**config.mk**
```make
export PLATFORM = sky130hd
export DESIGN_NAME = bcd_serial_adder_flat
export DESIGN_NICKNAME = d
export VERILOG_FILES = /design/src/rtl/bcd_pkg.sv /design/src/rtl/bcd_serial_adder_if.sv /design/src/rtl/bcd_digit_add.sv /design/src/rtl/fulladd.sv /design/src/rtl/bcd_serial_adder.sv /design/src/flat_wrapper.sv
export SDC_FILE = /design/constraint.sdc
export NUM_CORES = 1
export LEC_CHECK = 0
export CAP_MARGIN = 20
export CORE_MARGIN = 5
export CORE_UTILIZATION = 39
export CTS_BUF_LIST = sky130_fd_sc_hd__clkbuf_8
export DETAILED_ROUTE_END_ITERATION = 10
export PLACE_DENSITY = 0.76
export SLEW_MARGIN = 0
export SYNTH_ARGS = -nofsm -noshare
export SYNTH_HDL_FRONTEND = slang
export SYNTH_SLANG_ARGS = --single-unit
```
**constraint.sdc**
```tcl
create_clock -name clk -period 3.5 [get_ports clk]
set_input_delay 0.35 -clock clk [delete_from_list [all_inputs] [get_ports clk]]
set_output_delay 0.35 -clock clk [all_outputs]
set_load 0.05 [all_outputs]
```
**src/rtl/bcd_pkg.sv**
```systemverilog
// rtl/bcd_pkg.sv - shared types and constants for the serial BCD adder
// Purpose: FSM state encoding and decimal-digit constants used by the
//          adder top level and its digit stage.
// Ports:   none (package)
package bcd_pkg;

  typedef enum logic [1:0] {
    IDLE = 2'd0,
    RUN  = 2'd1,
    DONE = 2'd2
  } state_t;

  localparam int DIGIT_W  = 4;
  localparam int BCD_MAX  = 9;
  localparam int BCD_CORR = 6;

endpackage

```
**src/rtl/bcd_serial_adder_if.sv**
```systemverilog
// rtl/bcd_serial_adder_if.sv - operand/result handshake bundle for the serial BCD adder
// Purpose: groups the operand-side and result-side valid/ready handshakes.
// Signals: in_valid/in_ready/a/b/cin  operand transfer (master -> slave)
//          out_valid/out_ready/sum/cout/err  result transfer (slave -> master)
// Modports: master = operand source and result consumer, slave = the adder.
interface bcd_serial_adder_if #(
  parameter int NDIGITS = 4
);
  logic                   in_valid;
  logic                   in_ready;
  logic [4*NDIGITS-1:0]   a;
  logic [4*NDIGITS-1:0]   b;
  logic                   cin;
  logic                   out_valid;
  logic                   out_ready;
  logic [4*NDIGITS-1:0]   sum;
  logic                   cout;
  logic                   err;

  modport master (
    output in_valid, a, b, cin, out_ready,
    input  in_ready, out_valid, sum, cout, err
  );

  modport slave (
    input  in_valid, a, b, cin, out_ready,
    output in_ready, out_valid, sum, cout, err
  );
endinterface

```
**src/rtl/bcd_digit_add.sv**
```systemverilog
// rtl/bcd_digit_add.sv - combinational single-digit BCD add with +6 correction
// Purpose: adds two BCD digits and a decimal carry, then corrects to BCD.
// Ports:   a_d, b_d [3:0], ci (in)
//          bin [4:0]   raw binary sum a_d + b_d + ci
//          digit [3:0] corrected decimal digit
//          co          decimal carry out (bin > 9)
module bcd_digit_add
  import bcd_pkg::*;
(
  input  logic [DIGIT_W-1:0] a_d,
  input  logic [DIGIT_W-1:0] b_d,
  input  logic               ci,
  output logic [DIGIT_W:0]   bin,
  output logic [DIGIT_W-1:0] digit,
  output logic               co
);
  logic [DIGIT_W:0]   c;
  logic [DIGIT_W-1:0] s;
  logic [DIGIT_W:0]   corr;

  assign c[0] = ci;

  for (genvar i = 0; i < DIGIT_W; i++) begin : g_ripple
    fulladd u_fa (
      .x  (a_d[i]),
      .y  (b_d[i]),
      .ci (c[i]),
      .s  (s[i]),
      .co (c[i+1])
    );
  end

  assign bin  = {c[DIGIT_W], s};
  assign co   = (bin > (DIGIT_W+1)'(BCD_MAX));
  // Wrapping the +6 into 4 bits drops the decade that co already carries out.
  assign corr = bin + (DIGIT_W+1)'(BCD_CORR);
  assign digit = co ? corr[DIGIT_W-1:0] : bin[DIGIT_W-1:0];
endmodule

```
**src/rtl/fulladd.sv**
```systemverilog
// rtl/fulladd.sv - one-bit full adder cell
// Purpose: ripple element of the binary digit sum.
// Ports:   x, y, ci (in) -> s (sum bit), co (carry out)
module fulladd (
  input  logic x,
  input  logic y,
  input  logic ci,
  output logic s,
  output logic co
);
  assign s  = x ^ y ^ ci;
  assign co = (x & y) | (ci & (x ^ y));
endmodule

```
**src/rtl/bcd_serial_adder.sv**
```systemverilog
// rtl/bcd_serial_adder.sv - multi-digit packed BCD adder, one digit per clock, LSD first
// Purpose: accepts an operand pair, adds one decimal digit per cycle and
//          presents the packed BCD sum, carry-out and invalid-digit flag.
// Ports:   clk    rising-edge clock
//          reset  synchronous active-high reset
//          io     handshake bundle (slave): in_valid/in_ready/a/b/cin,
//                 out_valid/out_ready/sum/cout/err
module bcd_serial_adder
  import bcd_pkg::*;
#(
  parameter int NDIGITS = 4
) (
  input  logic                clk,
  input  logic                reset,
  bcd_serial_adder_if.slave   io
);
  localparam int W     = DIGIT_W * NDIGITS;
  localparam int IDX_W = (NDIGITS > 1) ? $clog2(NDIGITS) : 1;

  state_t             state, state_next;
  logic [W-1:0]       a_q, b_q, sum_q;
  logic               carry, cout_q, err_q;
  logic [IDX_W-1:0]   idx;
  logic               last_digit;

  logic [DIGIT_W-1:0] a_d, b_d, dig;
  logic [DIGIT_W:0]   unused_bin;
  logic               dig_co;

  assign a_d        = a_q[DIGIT_W*idx +: DIGIT_W];
  assign b_d        = b_q[DIGIT_W*idx +: DIGIT_W];
  assign last_digit = (idx == IDX_W'(NDIGITS-1));

  bcd_digit_add u_digit (
    .a_d   (a_d),
    .b_d   (b_d),
    .ci    (carry),
    .bin   (unused_bin),
    .digit (dig),
    .co    (dig_co)
  );

  always_ff @(posedge clk) begin
    if (reset) state <= IDLE;
    else       state <= state_next;
  end

  always_comb begin
    state_next = state;
    case (state)
      IDLE:    if (io.in_valid) state_next = RUN;
      RUN:     if (last_digit)  state_next = DONE;
      DONE:    if (io.out_ready) state_next = IDLE;
      default: state_next = IDLE;
    endcase
  end

  always_ff @(posedge clk) begin
    if (reset) begin
      a_q    <= '0;
      b_q    <= '0;
      sum_q  <= '0;
      carry  <= 1'b0;
      cout_q <= 1'b0;
      err_q  <= 1'b0;
      idx    <= '0;
    end else begin
      case (state)
        IDLE: begin
          if (io.in_valid) begin
            a_q   <= io.a;
            b_q   <= io.b;
            carry <= io.cin;
            idx   <= '0;
            err_q <= 1'b0;
            sum_q <= '0;
          end
        end
        RUN: begin
          sum_q[DIGIT_W*idx +: DIGIT_W] <= dig;
          carry <= dig_co;
          err_q <= err_q | (a_d > DIGIT_W'(BCD_MAX)) | (b_d > DIGIT_W'(BCD_MAX));
          if (last_digit) cout_q <= dig_co;
          else            idx    <= idx + 1'b1;
        end
        default: ;
      endcase
    end
  end

  assign io.in_ready  = (state == IDLE);
  assign io.out_valid = (state == DONE);
  assign io.sum       = sum_q;
  assign io.cout      = cout_q;
  assign io.err       = err_q;
endmodule
```
**src/flat_wrapper.sv**
```systemverilog
// flat-port wrapper written by rule: the top's interface ports become plain ports
module bcd_serial_adder_flat import bcd_pkg::*;
#(
  parameter int NDIGITS = 4
)
  (clk, reset, io_in_valid, io_a, io_b, io_cin, io_out_ready, io_in_ready, io_out_valid, io_sum, io_cout, io_err);
  bcd_serial_adder_if #(.NDIGITS(NDIGITS)) io_i ();
  input  logic clk;
  input  logic reset;
  input wire logic [$bits(io_i.in_valid)-1:0] io_in_valid;
  input wire logic [$bits(io_i.a)-1:0] io_a;
  input wire logic [$bits(io_i.b)-1:0] io_b;
  input wire logic [$bits(io_i.cin)-1:0] io_cin;
  input wire logic [$bits(io_i.out_ready)-1:0] io_out_ready;
  output wire logic [$bits(io_i.in_ready)-1:0] io_in_ready;
  output wire logic [$bits(io_i.out_valid)-1:0] io_out_valid;
  output wire logic [$bits(io_i.sum)-1:0] io_sum;
  output wire logic [$bits(io_i.cout)-1:0] io_cout;
  output wire logic [$bits(io_i.err)-1:0] io_err;
  assign io_i.in_valid = io_in_valid;
  assign io_i.a = io_a;
  assign io_i.b = io_b;
  assign io_i.cin = io_cin;
  assign io_i.out_ready = io_out_ready;
  assign io_in_ready = io_i.in_ready;
  assign io_out_valid = io_i.out_valid;
  assign io_sum = io_i.sum;
  assign io_cout = io_i.cout;
  assign io_err = io_i.err;
  bcd_serial_adder #(.NDIGITS(NDIGITS)) u_core (.clk(clk), .reset(reset), .io(io_i));
endmodule
```
## Word level (Yosys, flattened, before mapping)

Cells that the tools add are included.

| word-level totals | value |
|---|---|
| input port bits | 37 |
| word-level logic and storage cells | 69 |
| register bits | 55 |

| operators by class | value |
|---|---|
| add/subtract/negate cells | 3 |
| bitwise logic cells | 22 |
| muxes and demuxes | 15 |
| $lt $le $gt $ge | 3 |
| equality and inequality tests | 7 |
| reductions and logical operators | 7 |
| shift-type cells | 4 |

Operator list:

| kind | number |
|---|---|
| 4-bit negator with 34-bit output | 1 |
| 4-bit by 34-bit variable shift with 16-bit output (first input constant) | 1 |
| 4-bit by 34-bit variable part select with 16-bit output | 1 |
| 16-bit one-hot mux with 2 select lines | 1 |
| 16-bit by 5-bit variable part select with 4-bit output | 2 |
| 16-bit bitwise mux | 1 |
| 16-bit 2-to-1 mux | 1 |
| 2-bit 2-to-1 mux | 5 |
| 1-bit AND | 8 |
| 4-bit > comparator (second input constant) | 2 |
| 1-bit bitwise XOR | 8 |
| 2-bit != test (second input constant) | 3 |
| 1-bit OR | 6 |
| 2-bit one-hot mux with 3 select lines | 1 |
| 2-bit AND reduction | 3 |
| 3-bit AND reduction | 2 |
| 5-bit by 4-bit > comparator with 1-bit output (second input constant) | 1 |
| 4-bit by 3-bit adder with 4-bit output (second input constant) | 1 |
| 2-bit == test (second input constant) | 2 |
| 4-bit 2-to-1 mux | 1 |
| 1-bit one-hot mux with 2 select lines | 2 |
| 2-bit one-hot mux with 2 select lines | 1 |
| 2-bit by 1-bit adder with 2-bit output (second input constant) | 1 |
| 2-bit by 1-bit == test with 1-bit output (second input constant) | 1 |
| 4 further kinds | 5 |

## Depth between registers and ports, before layout

Gate-level depths: netlist of the first run.

| logic depth | value |
|---|---|
| depth in word-level cells | 15 |
| depth in mapped cells | 13 |
| depth with buffers taken out | 12 |

## By module

From an unflattened synthesis of the first run, not the netlist that was laid out.

| unflattened totals | value |
|---|---|
| cells, all modules | 280 |
| area, all modules | 2487.4 um^2 |

Modules (own cells, without submodules):

| module | times used | area each (um^2) | cells an instance | sequential area each (um^2) |
|---|---|---|---|---|
| bcd_serial_adder | 1 | 2293.4 | 260 | 1101.1 |
| bcd_digit_add | 1 | 113.9 | 16 | 0.0 |
| fulladd | 4 | 20.0 | 1 | 0.0 |

## Least setup slack after synthesis of the first run

No wires, ideal clock.

| timing | value |
|---|---|
| path kind | reg2reg |
| start | register u_core.idx[0] |
| end | register u_core.sum_q[2] (netlist: u_core.io.sum[2]) |
| path buffers | 1 |
| slack | 0.028 ns |
| library setup time | 0.070 ns |
| required time | 3.430 ns |
| period minus slack after synthesis | 3.472 ns |
| cell stages (with the launch flop) | 13 |
| arrival time | 3.402 ns |
| path through | dfxtp_1 > buf_6 > mux4_2 > inv_1 > fa_1 > inv_1 > fa_1 > fa_1 > fa_1 > a21boi_1 > a21oi_2 > mux2_2 > o2bb2ai_1 |

| between the ends | value |
|---|---|
| cells in the longest elaborated chain, start to end | 15 |
| elaborated cells between the ends (all ways) | 30 |
| those cells by class | add/sub (2); order compare (1); shift (4); mux (3); bitwise (20) |

Ends and longest elaborated chain:

| what | line | text |
|---|---|---|
| start: declaration | bcd_serial_adder.sv:23 | `logic [IDX_W-1:0] idx;` |
| start signal: assignment | bcd_serial_adder.sv:84 | `else idx <= idx + 1'b1;` |
| 16-bit by 5-bit variable part select with 4-bit output, on equally long branches | bcd_serial_adder.sv:30, bcd_serial_adder.sv:31 |  |
| 1-bit bitwise XOR | fulladd.sv:11, fulladd.sv:12 |  |
| 1-bit AND | fulladd.sv:12 | `assign co = (x & y) \| (ci & (x ^ y));` |
| 1-bit OR | fulladd.sv:12 |  |
| 1-bit AND | fulladd.sv:12 |  |
| 1-bit OR | fulladd.sv:12 |  |
| 1-bit AND | fulladd.sv:12 |  |
| 1-bit OR | fulladd.sv:12 |  |
| 1-bit AND | fulladd.sv:12 |  |
| 1-bit OR | fulladd.sv:12 |  |
| 5-bit by 4-bit > comparator with 1-bit output | bcd_digit_add.sv:34 | `assign co = (bin > (DIGIT_W+1)'(BCD_MAX));` |
| 4-bit 2-to-1 mux | bcd_digit_add.sv:37 | `assign digit = co ? corr[DIGIT_W-1:0] : bin[DIGIT_W-1:0];` |
| 4-bit by 34-bit variable part select with 16-bit output | bcd_serial_adder.sv:80 | `sum_q[DIGIT_W*idx +: DIGIT_W] <= dig;` |
| 16-bit bitwise mux (*) | bcd_serial_adder.sv:80 |  |
| 16-bit one-hot mux with 2 select lines (*) | bcd_serial_adder.sv:68 | `case (state)` |
| end signal: indexed assignment | bcd_serial_adder.sv:80 |  |
| end: declaration | bcd_serial_adder.sv:21 | `logic [W-1:0] a_q, b_q, sum_q;` |

Every way passes the cells marked *; elsewhere a longest branch is shown, timed or not.
A chain may end at the register's enable or synchronous reset.

## Worst setup path after layout of the first run

Ends and elaborated chain as after synthesis.

==> results by group, run 1 <==
Outcome
  • Status: completed

Setup path
  • CP max FO: 6
  • RR Startpoint: u_core.idx[0]
  • Critical path class: flop to flop
  • Critical Path Source: u_core.idx[0]
  • CP startpoint kind: flop
  • Worst path required time: 3740 ps
  • Worst R2R End: u_core.io.sum[2]
  • Worst R2R Setup Slack: 120 ps
  • Crit path DAT: 3610 ps
  • CP Capture Type: flop
  • Reg2Reg Depth: 11

Worst hold path
  • Hold path startpoint: u_core.b_q[1]
  • Hold depth: 2
  • Sink of the worst hold path: u_core.b_q[1]
  • Hold WC Path Type: flop to flop

Global routing
  • Antenna violations before repair: 0
  • Number of global-route vias before repair: 2115
  • Met2 global-route usage: 22.38%
  • GRT Overall Usage: 13.90%
  • Largest net degree at the start of global routing: 48
  • Met1 Usage GRT: 18.29%
  • Top Usage Layer GRT: met2
  • GR Overflow Total: 0
  • First-pass GRT wire length: 9535 µm
  • Grt met3 use: 3.172%

Power and ir drop
  • Psw: 353.7 µW
  • VDD IR max: 0.0001998 V
  • Pwr/cell area: 403.2 nW/µm²
  • Sequential share of power: 51.3%
  • P_int: 959.0 µW
  • Combinational share of power: 20.6%
  • Leak pwr: 1.231 nW
  • Total power: 1.313 mW
  • Clk pwr share: 28.1%
  • Net Sw Frac: 26.95%

STA
  • Finish-stage setup viols: 0
  • Final worst path period share: 96.53%
  • Skew final: 6.315 ps
  • RSZ-0062 raised after global routing: true
  • Max Clk Rate: 296.0 MHz
  • Hold WS: 457.9 ps
  • Hold Violations, Final: 0
  • Pin slew with the least headroom to its limit: 1042 ps
  • Minimum clock period: 3379 ps
  • TNS Setup: 0 ps
  • Relative slew slack: 30.36%
  • Slew Limit Fails: 0
  • Slack of the critical path: 121.4 ps

CTS
  • TritonCTS clock tree: built
  • Clock-pin slew on the worst setup and hold paths: 90 ps
  • CTS Buffer Depth: 2
  • H-tree levels: 2
  • CTS Sinks: 55
  • CTS root buffer: clkbuf_8
  • Cts bufs inserted: 5
  • Clock Latency Late Sink: 300 ps

Placement
  • GPL Wtd Cong: 0.8540
  • DP Wirelength: 4374 µm
  • # port buffers: 56
  • Dpl ws: -84.39 ps

Detailed routing
  • Via count: 2149
  • Vias per cell: 5.141
  • Iteration-0 DRC Markers: 99
  • Routed Wire Length: 5759 µm
  • Post-DR wirelength/cell: 13.78 µm
  • ANT nets after route: 0
  • DRC viols: 0
  • DRT Pass-1 Iters: 4

Synthesis
  • Post-Syn Instances: 285
  • Share of async-settable or async-resettable flops after synthesis: 0%
  • Commonest cells post-synth: 74 x nand2_1, 55 x dfxtp_1, 40 x a21oi_1
  • Syn Nets: 331
  • Top cells by area, synth: dfxtp_1 44%, nand2_1 11%, a21oi_1 8.0%
  • Distinct cells, synth: 41
  • Largest area contributor in the netlist: dfxtp_1
  • Ys Warns: 0
  • Synth top area share: 44.02%
  • Register bit total from synthesis: 55
  • Sequential share of the synthesized area: 44.02%
  • Syn Area/Cell: 8.776 µm²
  • EDFF count, synth: 0
  • Count leader, synth: nand2_1
  • Main synth FF type: dfxtp_1
  • Cell area after synthesis: 2501 µm²

Die
  • Die Y: 90.08 µm
  • Row cnt: 29
  • Initial core utilization: 39.84%
  • IO Count: 57
  • Die span in x: 90.08 µm
  • Die ar.: 8114 µm²
  • Core area: 6277 µm²

Layout
  • Layout cell share with drive strength beyond 1: 7.625%
  • NumNets Final: 386
  • Final core utilization: 51.86%
  • Layout area overhead: 30.16%
  • Inserted Diodes: 0

Run
  • Number of maximum-capacitance violations: 0
==> flip-flops by register name (all words and copies together), names as in the netlist <==
signal,flops
u_core.a_q,16
u_core.b_q,16
u_core.io.sum,16
u_core.idx,2
u_core.state,2
u_core.carry,1
u_core.io.cout,1
u_core.io.err,1
==> per-layer routing <==
layer | up-vias | share of wire (%)
li1 | 1084 | -
met1 | 1004 | 46
met2 | 53 | 47
met3 | 8 | 5.2
met4 | 0 | 1.6
met5 | - | 0
==> power groups by stage <==
stage	sequential, mW	clock, mW	combinational, mW
after global routing	0.677	0.408	0.300
after CTS	0.675	0.381	0.264
after global placement	0.688	0	0.257
final	0.674	0.369	0.270
after floorplan	0.690	0	0.169
after detailed placement	0.689	0	0.263
==> layout by cell type (no fill, tap or decap), drive strengths merged, types with 4 or more instances in the layout <==
cell type / netlist / routed
nand2: 74 / 74
clkdlybuf4s50: 0 / 56
dfxtp: 55 / 55
a21oi: 41 / 41
nor2: 17 / 17
inv: 12 / 13
a22o: 9 / 9
buf: 6 / 8
mux4: 8 / 8
clkbuf: 10 / 7
nand2b: 5 / 5
ha: 5 / 5
o2bb2ai: 4 / 4
and2: 4 / 4
fa: 4 / 4
==> worst max-delay path: stages, from the launching register on <==
cell and delay (ps):
dfxtp_4 400, mux4_2 510, inv_1 90, fa_1 160
inv_1 50, fa_1 380, fa_1 390, fa_1 510
a21boi_1 240, a21oi_2 110, mux2_4 330, o2bb2ai_1 150
==> cells by family after synthesis <==
kind of cell / count (synthesis) / synth area share, %
AO/OA/AOI/OAI: 71 / 18.01
adder cells (fa/ha/maj): 9 / 5.703
buffers and inverters: 28 / 4.752
flip-flops: 55 / 44.02
multiplexers: 10 / 8.404
AND/OR/NAND/NOR: 112 / 19.11
==> final cells by class <==
class,count,area (µm²)
clock buffers,7,96.34
clock inverters,1,3.754
fillers,601,3022
inverters,12,45.04
multi-input cells,202,1289
flip-flops and latches,55,1105
well taps,77,96.34
repair buffers,64,620.6
==> worst max path at each step <==
stage	end	cells after the start
after floorplan	u_core.io.sum[2]	12
after global routing	u_core.io.sum[2]	11
after detailed placement	u_core.io.sum[2]	11
after CTS	u_core.io.sum[2]	11
final	u_core.io.sum[2]	11
after global placement	u_core.io.sum[2]	11
==> repair_timing <==
action,in CTS,in global routing
buffers inserted,0,1
setup endpoints to repair,8,12
resized for setup,1,3
pin swaps,0,1
hold buffers,0,0
cloned,0,0
==> metrics by stage <==
stage	instance area, µm²	instances
floorplan	2501	285
global placement	3137	409
detailed placement	3137	409
CTS	3238	417
global route	3256	418
finish	3256	418
No activity file was read; power rests on OpenSTA's default activity.
==> run 2: changes to the inputs <==
CORE_MARGIN = not set   (was 5)
==> results by group, run 2 (same netlist as run 1, synthesis figures left out) <==
Power and ir drop
  • Pwr/cell area: 402.0 nW/µm²
  • VDD IR max: 0.0002296 V
  • Sequential share of power: 51.9%
  • Leak pwr: 1.210 nW
  • P_int: 925.4 µW
  • Psw: 374.8 µW
  • Total power: 1.300 mW
  • Clk pwr share: 26.9%
  • Net Sw Frac: 28.83%
  • Combinational share of power: 21.2%

Placement
  • Dpl ws: -109.1 ps
  • GPL Wtd Cong: 0.8119
  • Placed cells: 404
  • # port buffers: 56
  • DP Wirelength: 4223 µm

STA
  • Slew Limit Fails: 0
  • Skew final: 6.631 ps
  • Max Clk Rate: 297.5 MHz
  • Hold Violations, Final: 0
  • Minimum clock period: 3362 ps
  • Relative slew slack: 31.72%
  • Pin slew with the least headroom to its limit: 1022 ps
  • Slack of the critical path: 138.3 ps
  • Final worst path period share: 96.05%
  • Hold WS: 463.1 ps
  • RSZ-0062 raised after global routing: false
  • Finish-stage setup viols: 0

Layout
  • Inserted Diodes: 0
  • Filler Cell Count: 553
  • Layout cell share with drive strength beyond 1: 7.965%
  • Fin cells: 414
  • Most frequent cells in the layout: 74 x nand2_1, 56 x clkdlybuf4s50_1, 54 x dfxtp_1
  • Commonest non-fill, non-tap cell in the layout: nand2_1
  • Layout area overhead: 29.31%
  • NumNets Final: 384

Die
  • Die span in x: 82.08 µm
  • Row cnt: 28
  • Initial core utilization: 41.27%
  • Core area: 6061 µm²
  • Die ar.: 6737 µm²
  • Die Y: 82.08 µm
  • IO Count: 57

Global routing
  • GR Overflow Total: 0
  • Largest net degree at the start of global routing: 49
  • First-pass GRT wire length: 9508 µm
  • GRT Overall Usage: 18.32%
  • Number of global-route vias before repair: 2072
  • Antenna violations before repair: 0

CTS
  • CTS root buffer: clkbuf_8
  • CTS Sinks: 55
  • Hold Buf Count CTS: 0
  • H-tree levels: 2
  • Cts bufs inserted: 5
  • CTS Buffer Depth: 2
  • Clock Latency Late Sink: 310 ps
  • Clock-pin slew on the worst setup and hold paths: 100 ps
  • TritonCTS clock tree: built

Setup path
  • Slowest CP cell: mux4_2
  • Crit path DAT: 3600 ps
  • Worst path required time: 3740 ps
  • CP startpoint kind: flop
  • CP max FO: 6
  • CP Capture Type: flop
  • Critical path class: flop to flop
  • Crit-path cells: mux4_2, inv_1, fa_1, inv_1, fa_1, fa_2, fa_1, a21boi_2, a21oi_2, mux2_4, o2bb2ai_1
  • Most Frequent Cell on Critical Path: fa_1
  • Largest stage delay, worst path: 510 ps

Detailed routing
  • ANT nets after route: 0
  • Routed Wire Length: 5593 µm
  • Post-DR wirelength/cell: 13.51 µm
  • Via count: 2104
  • Vias per cell: 5.082
  • DRT Pass-1 Iters: 4
  • Iteration-0 DRC Markers: 126
  • DRC viols: 0

Outcome
  • Status: completed

Run
  • Number of maximum-capacitance violations: 0

Worst hold path
  • Hold WC Path Type: flop to flop
==> run 2: metrics by stage <==
stage | utilization [%] | instance area, µm² | TNS, ps
2_1_floorplan | - | 2501 | 0
3_3_place_gp | 51.34 | 3112 | 0
3_5_place_dp | 51.34 | 3112 | -397.0
4_1_cts | 52.85 | 3203 | 0
5_1_grt | 53.36 | 3234 | 0
6_report | 53.36 | 3234 | 0
==> run 2: metal layers <==
metal	wire length, µm	vias up	global-route usage (%)
li1	-	1078	-
met1	2778	979	25.28
met2	2617	45	30.00
met3	182	2	3.444
met4	13	0	3.158
met5	0	-	0
==> run 2: power by group through the flow <==
stage	clock network (mW)	registers [mW]	logic, mW
after floorplan	0	0.690	0.169
after global placement	0	0.688	0.251
after detailed placement	0	0.689	0.259
after CTS	0.358	0.674	0.260
after global routing	0.384	0.678	0.306
final	0.350	0.674	0.275
==> run 2: repair_timing <==
action                                  in CTS  in global routing
cloned                                       0                  0
buffers inserted                             0                  2
endpoints found under the setup margin       8                 12
resized for setup                            2                  4
hold endpoints to repair                     0                  0
pin swaps                                    0                  2
==> run 2: path summary, 6_finish.rpt <==
check	from	end	slack, ps	cells past startpoint
setup / recovery	u_core.idx[0]	u_core.io.sum[14]	140	11
hold / removal	u_core.a_q[9]	u_core.a_q[9]	460	2
setup reg to reg	u_core.idx[0]	u_core.io.sum[14]	140	11
hold reg to reg	u_core.a_q[9]	u_core.a_q[9]	460	2
==> run 2: area by class of cell <==
type / instances / area, µm² / share of cell area, %
multi-input cells: 202 / 1297 / 40.12
flip-flops and latches: 55 / 1105 / 34.16
repair buffers: 62 / 605.6 / 18.72
well taps: 75 / 93.84 / 2.901
clock buffers: 5 / 68.82 / 2.128
inverters: 12 / 45.04 / 1.393
clock inverters: 3 / 18.77 / 0.5803
==> run 2: critical path, delay by kind of cell (launching register included) <==
kind | cells | cell delay [ps]
flip-flops | 1 | 410
buffers and inverters | 2 | 130
adder cells (fa/ha/maj) | 4 | 1380
AO/OA/AOI/OAI | 3 | 510
multiplexers | 2 | 860
==> run 3: changes to the inputs <==
DONT_BUFFER_PORTS = 1   (was not set)
PLACE_DENSITY = 0.64   (was 0.76)
SYNTH_HIERARCHICAL = 1   (was not set)
==> results by group, run 3 <==
Layout
  • Layout cell share with drive strength beyond 1: 17.20%
  • Layout area overhead: 11.10%
  • Post-route cell area: 2755 µm²
  • NumNets Final: 325
  • Most frequent cells in the layout: 73 x nand2_1, 54 x dfxtp_1, 38 x a21oi_1
  • Inserted Diodes: 0
  • Commonest non-fill, non-tap cell in the layout: nand2_1

Global routing
  • GR Overflow Total: 0
  • Number of global-route vias before repair: 1789
  • Largest net degree at the start of global routing: 56
  • First-pass GRT wire length: 8797 µm
  • GRT Overall Usage: 17.67%
  • Antenna violations before repair: 0

Die
  • Die ar.: 6681 µm²
  • IO Count: 57
  • Row cnt: 28
  • Die Y: 81.74 µm
  • Initial core utilization: 41.15%
  • Die span in x: 81.74 µm
  • Core area: 6026 µm²

STA
  • Relative slew slack: 35.24%
  • Finish-stage setup viols: 10
  • Pin slew with the least headroom to its limit: 969.4 ps
  • Slack of the critical path: -124.0 ps
  • Skew final: 9.592 ps
  • Hold Violations, Final: 0
  • Max Clk Rate: 275.9 MHz
  • Minimum clock period: 3624 ps
  • RSZ-0062 raised after global routing: true
  • Final worst path period share: 103.5%
  • Slew Limit Fails: 0

CTS
  • TritonCTS clock tree: built
  • CTS Sinks: 55
  • Hold Buf Count CTS: 0
  • CTS Buffer Depth: 2
  • CTS root buffer: clkbuf_8
  • Cts bufs inserted: 5
  • H-tree levels: 2
  • Clock-pin slew on the worst setup and hold paths: 100 ps
  • Clock Latency Late Sink: 320 ps

Placement
  • Dpl ws: -43.69 ps
  • GPL Wtd Cong: 0.7392
  • Placed Area: 2580 µm²
  • # port buffers: 0
  • DP Wirelength: 3949 µm

Detailed routing
  • Routed Wire Length: 5613 µm
  • DRT Pass-1 Iters: 4
  • Vias per cell: 5.472
  • DRC viols: 0
  • Iteration-0 DRC Markers: 167
  • Post-DR wirelength/cell: 15.86 µm
  • ANT nets after route: 0
  • Via count: 1937

Synthesis
  • Cell area after synthesis: 2480 µm²
  • Syn Nets: 326
  • Post-Syn Instances: 279
  • Ys Warns: 6
  • Syn Area/Cell: 8.888 µm²

Setup path
  • Critical Path Source: u_core/idx[0]
  • Worst R2R Setup Slack: -120 ps
  • Worst path required time: 3710 ps
  • Largest stage delay, worst path: 540 ps
  • Slowest CP cell: fa_2
  • CP startpoint kind: flop
  • Crit-path cells: mux4_2, fa_2, fa_2, fa_2, fa_2, nor2_1, a311o_2, mux2i_4, a22oi_2, nor2_1
  • CP max FO: 5
  • Critical path class: flop to flop
  • CP Capture Type: flop
  • Worst R2R End: u_core/io.sum[10]
  • Reg2Reg Depth: 10
  • RR Startpoint: u_core/idx[0]
  • Most Frequent Cell on Critical Path: fa_2
  • CP endpoint: u_core/io.sum[10]
  • Crit path DAT: 3830 ps

Power and ir drop
  • Total power: 1.292 mW
  • VDD IR max: 0.0001649 V
  • Leak pwr: 0.9791 nW
  • Pwr/cell area: 468.9 nW/µm²

Outcome
  • Status: complete, but fails checks
  • Violated checks: negative setup slack

Worst hold path
  • Hold WC Path Type: input pin to flop

Run
  • Number of maximum-capacitance violations: 0
==> run 3: power by group <==
group / switching [mW] / total, mW / internal (mW)
combinational: 0.130 / 0.236 / 0.107
sequential: 0.0291 / 0.682 / 0.653
clock: 0.213 / 0.374 / 0.161
==> run 3: per-stage QoR <==
stage,setup TNS [ps],utilization [%],hold slack [ps],cells
after floorplan,-388.1,-,433.1,279
after global placement,0,42.82,424.0,344
after detailed placement,-124.2,42.82,424.6,344
after CTS,-184.7,44.77,80.62,352
after global routing,-1725,45.72,75.83,354
final,-748.1,45.72,97.11,354
==> run 3: what timing repair did <==
item | CTS | global route
buffers inserted | 0 | 1
setup endpoints to repair | 8 | 9
pin swaps | 1 | 6
gates resized for setup | 4 | 6
==> run 3: worst min path at each step <==
stage	cells after the start	to	slack [ps]	startpoint
6_report	1	u_core/io.sum[0]	100	reset
5_1_grt	1	u_core/idx[0]	80	reset
4_1_cts	1	u_core/idx[0]	80	reset
3_5_place_dp	1	u_core/idx[0]	420	reset
3_3_place_gp	1	u_core/io.cout	420	reset
2_1_floorplan	2	u_core/a_q[10]	430	u_core/a_q[10]
==> run 3: final cells by class <==
cell class              count  area (µm²)
clock buffers               6       82.58
clock inverters             2       12.51
fillers                   588        3271
inverters                   6       22.52
multi-input cells         200        1344
flip-flops and latches     55        1105
well taps                  75       93.84
repair buffers             10       95.09
==> run 3: critical path: cells and delay by family (launching register included) <==
kind | cells | cell delay (ps)
adders and majority gates | 4 | 1640
muxes | 2 | 770
AOI/OAI and AO/OA | 2 | 610
DFF | 1 | 400
and+or+nand+nor | 2 | 100
==> run 3: per-layer routing <==
metal	track usage, %	share of wire, %	up-vias
li1	-	-	948
met4	6.842	1.6	0
met2	27.52	48	51
met5	0	0	-
met3	4.333	5.7	7
met1	23.46	44	931
